[src/rtl/push_debouncer.sv]
// -----------------------------------------------------------------------------
// push_debouncer
//
// Turns a raw, bouncy single-bit input into a clean registered level. It also
// emits one-cycle pulses on each validated edge. It feeds an enable-DFF storage
// stage: o_rise is that stage's write enable and o_data is its data input.
// The held bit therefore only changes on a debounced edge.
//
// A change on the sampled input is accepted only after it has differed from
// o_data for STABLE_CYCLES consecutive rising edges. Any edge where the sample
// agrees with o_data aborts the count with no output change.
//
// Optional build macro:
//   PUSH_DEBOUNCER_SYNC_EN  - puts a two-flop synchronizer on i_data ahead of
//                             the counter. This adds 2 cycles of latency.
//                             Undefined: i_data is sampled directly and must
//                             already be synchronous to i_clk.
//
// Parameters:
//   STABLE_CYCLES  consecutive differing samples needed (1 .. 2^CNT_WIDTH-1)
//   CNT_WIDTH      width of the stability counter
//
// Ports:
//   i_clk   in   system clock, rising edge
//   i_rst   in   synchronous, active-high reset
//   i_data  in   raw input
//   o_data  out  debounced level (registered)
//   o_rise  out  one-cycle pulse coincident with o_data 0->1
//   o_fall  out  one-cycle pulse coincident with o_data 1->0
//   o_busy  out  high while a candidate change is being counted
// -----------------------------------------------------------------------------
module push_debouncer #(
  parameter int unsigned STABLE_CYCLES = 4,
  parameter int unsigned CNT_WIDTH     = 8
) (
  input  logic i_clk,
  input  logic i_rst,
  input  logic i_data,
  output logic o_data,
  output logic o_rise,
  output logic o_fall,
  output logic o_busy
);

  // The counter value alone encodes the state. The enum names it for readers.
  typedef enum logic {
    IDLE  = 1'b0,
    COUNT = 1'b1
  } state_e;

  // The counter reaches this value on the edge that accepts the change.
  // It therefore never exceeds STABLE_CYCLES-1 and never wraps.
  localparam logic [CNT_WIDTH-1:0] CNT_LAST = CNT_WIDTH'(STABLE_CYCLES - 1);

  logic s;  // sampled input seen by the counter logic

`ifdef PUSH_DEBOUNCER_SYNC_EN
  logic sync1_q;
  logic sync2_q;

  // Two-flop synchronizer. Both stages clear on reset so that, after release,
  // the first comparison is against a known 0 rather than a stale pin value.
  always_ff @(posedge i_clk) begin
    if (i_rst) begin
      sync1_q <= 1'b0;
      sync2_q <= 1'b0;
    end else begin
      sync1_q <= i_data;
      sync2_q <= sync1_q;
    end
  end

  assign s = sync2_q;
`else
  assign s = i_data;
`endif

  logic                 data_q, data_d;
  logic                 rise_q, rise_d;
  logic                 fall_q, fall_d;
  logic [CNT_WIDTH-1:0] cnt_q,  cnt_d;
  state_e               state;

  assign state = (cnt_q != '0) ? COUNT : IDLE;

  // Next-state logic. The behaviour is identical in IDLE and COUNT. The only
  // question is whether the sample still disagrees with the held level, and
  // whether this edge completes the run.
  always_comb begin
    // NOTE: every output of this block gets a default first, so that no path
    // leaves a variable unassigned and a latch is never inferred.
    data_d = data_q;
    rise_d = 1'b0;
    fall_d = 1'b0;
    cnt_d  = cnt_q;

    if (s == data_q) begin
      // The input agrees with the held level, either at rest or as a bounce
      // back. Drop any partial count.
      cnt_d = '0;
    end else if (cnt_q == CNT_LAST) begin
      // The run is complete. Accept the new level and flag the edge.
      data_d = s;
      rise_d = s;
      fall_d = ~s;
      cnt_d  = '0;
    end else begin
      cnt_d = cnt_q + CNT_WIDTH'(1);
    end
  end

  // State register. The reset is synchronous and wins over everything else.
  always_ff @(posedge i_clk) begin
    // NOTE: sequential state uses non-blocking assignments only, so every
    // register samples the pre-edge values regardless of statement order.
    if (i_rst) begin
      data_q <= 1'b0;
      rise_q <= 1'b0;
      fall_q <= 1'b0;
      cnt_q  <= '0;
    end else begin
      data_q <= data_d;
      rise_q <= rise_d;
      fall_q <= fall_d;
      cnt_q  <= cnt_d;
    end
  end

  assign o_data = data_q;
  assign o_rise = rise_q;
  assign o_fall = fall_q;
  assign o_busy = (state == COUNT);

endmodule

[config.mk]
export PLATFORM = sky130hd
export DESIGN_NAME = push_debouncer
export DESIGN_NICKNAME = d
export VERILOG_FILES = /design/src/rtl/push_debouncer.sv
export SDC_FILE = /design/constraint.sdc
export NUM_CORES = 1
export LEC_CHECK = 0
export BUFFER_PORTS_ARGS = -buffer_cell sky130_fd_sc_hd__buf_2
export CORE_AREA = 2 2 39 41
export CTS_CLUSTER_SIZE = 16
export DETAILED_ROUTE_END_ITERATION = 10
export DIE_AREA = 0 0 41 43
export SLEW_MARGIN = 20
export SYNTH_ARGS = -nofsm -noshare
export SYNTH_HDL_FRONTEND = slang
export SYNTH_SLANG_ARGS = --single-unit
export TNS_END_PERCENT = 20
[constraint.sdc]
create_clock -name i_clk -period 3.7 [get_ports i_clk]
set_input_delay 0 -clock i_clk [delete_from_list [all_inputs] [get_ports i_clk]]
set_output_delay 0 -clock i_clk [all_outputs]
set_load 0.01 [all_outputs]
==> reports/qor.yml <==
status: "complete, no violations"
tightest_slew_ns: 0.427
synth_top_family_by_area: "simple AND/OR/NAND/NOR gates"
relSlewSlack_pct: 71.4
crit_arrival_ns: 1.86
via_per_inst: 4.71
crit_start: "cnt_q[0]$_SDFF_PP0_"
crit_path_end_kind: "flip-flop"
start_util_pct: 35.1
crit_end: "cnt_q[3]$_SDFF_PP0_"
yosys.area.top_type_share_pct: 45.4
comb_power_share_pct: 5.2
cts_sinks: 11
layout.cells.non_filler: 83
wl_um: 786
peakVddDrop_mv: 0.198
switchingPower_uw: 45.7
syn-cell-area_um2: 485
clockPowerShare_pct: 37.6
fmax_ghz: 0.582
grt_usage_pct: 12.4
clockBufferDepth: 2
cts_tree: "yes"
synth.avg_cell_area_um2: 8.67
power_density_nw_per_um2: 371
syn_inst: 56
drc: 0
post_cts.repair.setup_buffers: 0
htree_levels: 1
reg2regPathDepth: 4
synth_area_leaders: "dfxtp_1 (45%), xor2_1 (5.4%), ha_1 (5.2%)"
fin_util_pct: 41.3
synth_seq_cells: 11
first_pass_iters: 2
antenna_found_initial: 0
synth-compound-area-share_pct: 12.4
antenna_left: 0
cts-root-buf: "clkbuf_4"
gr-total-overflow: 0
drive_above_1_share_pct: 17.9
fin_crit_sh_pct: 46.4
r2r-start: "cnt_q[0]$_SDFF_PP0_"
setup_viol: 0
vias: 391
die_height_um: 43
worst_r2r_endpoint: "cnt_q[3]$_SDFF_PP0_"
skew_ns: 0.000265
grt_pass1_wl_mm: 1.35
drtIter0Drc: 11
final.setup.tns_ns: 0
min_period_ns: 1.72
portBuffers: 6
postLayoutCellArea_um2: 572
pin_count: 7
rsz0062_at_grt: "no"
r2r_slack_ns: 1.98
min_path_type: "in -> reg"
final_cell_mix: "dfxtp_1 (11), inv_1 (6), buf_2 (6)"
cp.required_ns: 3.84
final_nets: 73
p_seq_share_pct: 57.2
final_common_cell: "dfxtp_1"
synth-simple-area-share_pct: 27.1
path_class: "reg -> reg"
cts-resized-gates: 0
rows: 14
dp_hpwl_um: 584
synth_cell_types: 19
cp-start-kind: "flip-flop"
yosys-mux-area-fraction_pct: 0
p_int_uw: 166
final_max_slew_viol_count: 0
coreArea_um2: 1380
min_from: "i_rst"
yosysTopAreaCell: "dfxtp_1"
area_growth_pct: 17.8
synthesis.nets: 61
synthAdderAreaFrac_pct: 5.15
sw_frac_of_total_pct: 21.6
finalHoldViolCount: 0
crit_fanout: 6
dp.cells: 78
hold_ws_ns: 0.0167
yosysWarningCount: 0
cts_buffers: 3
worstSkewPairLatency_ns: 0.26
seq_area_frac_synth_pct: 45.4
max_cap_violations: 0
post_drt_wl_per_cell_um: 9.47
dieArea_um2: 1760
grt_max_degree: 8
synth_xor_area_share_pct: 5.41
num_antenna_cells: 0
p_leak_uw: 0.000222
path_clk_slew_ns: 0.06
placed_area_um2: 536
first_global_vias: 334
place.gp.congestion: 0.719
chipWidth_um: 41
synthesized netlist by cell type:
cell       n
a21oi_1    4
a31o_1     1
dfxtp_1   11
ha_1       2
inv_1      6
nand2_1    4
nand3_1    4
nand4_1    1
nor2_1     4
nor3_1     4
o211ai_1   1
o21ai_0    3
o311ai_0   1
or2_4      1
or2b_1     1
or3_1      3
or3b_2     1
or4_4      1
xor2_1     3
how the worst min path moves through the flow:
stage                                    to  slack [ns]  cells after the start
final                     o_rise$_SDFF_PP0_        0.02                      3
after floorplan           o_fall$_SDFF_PP0_        0.08                      1
after global placement    o_fall$_SDFF_PP0_        0.21                      2
after detailed placement  o_fall$_SDFF_PP0_        0.21                      2
after CTS                 o_rise$_SDFF_PP0_       0.009                      3
after global routing      o_rise$_SDFF_PP0_        0.02                      3
power by group through the flow:
| stage | Clock, µW | Combinational, µW | Sequential [µW] |
|---|---|---|---|
| 3_5_place_dp | 0 | 10.5 | 124 |
| 2_1_floorplan | 0 | 6.71 | 124 |
| 3_3_place_gp | 0 | 10.7 | 124 |
| 6_report | 79.7 | 11.1 | 121 |
| 5_1_grt | 94.4 | 12.9 | 121 |
| 4_1_cts | 83.1 | 11.3 | 121 |
layout make-up:
cell class | count | area, µm²
inverters | 6 | 22.5
repair buffers | 7 | 40.0
multi-input cells | 39 | 243
fillers | 147 | 812
flip-flops and latches | 11 | 220
clock buffers | 4 | 26.3
well taps | 16 | 20.0
cell families after synthesis:
kind of cell,Yosys count
AND/OR/NAND/NOR,24
flip-flops,11
AO/OA/AOI/OAI,10
buffers and inverters,6
XOR/XNOR,3
adder cells (fa/ha/maj),2
flip-flops by register name (all words and copies together), names as in the netlist:
| name | flops |
|---|---|
| o_data | 1 |
| o_rise | 1 |
| o_fall | 1 |
| cnt_q | 8 |
stage by stage:
stage               power [µW]  setup slack (ns)
floorplan                  130              2.10
global placement           135              2.01
detailed placement         134              1.97
CTS                        216              1.96
global route               229              1.87
finish                     212              1.98
critical path: stages, from the launching register on:
cell      delay (ns)
dfxtp_1         0.40
ha_1            0.23
or3b_2          0.49
o211ai_1        0.39
nor2_1          0.09
routing by layer:
metal	share of wire (%)	vias up	routed length [µm]	GRT usage, %
li1	-	218	-	-
met3	4.2	2	33	7.85
met2	42	8	333	14.7
met5	0	-	0	0
met4	3.4	0	27	12.0
met1	50	163	391	14.0
repair_timing:
item,in CTS,in global routing
hold endpoints to repair,1,0
endpoints found under the setup margin,0,0
hold buffers,1,0
Power figures use the tool's default switching activity.
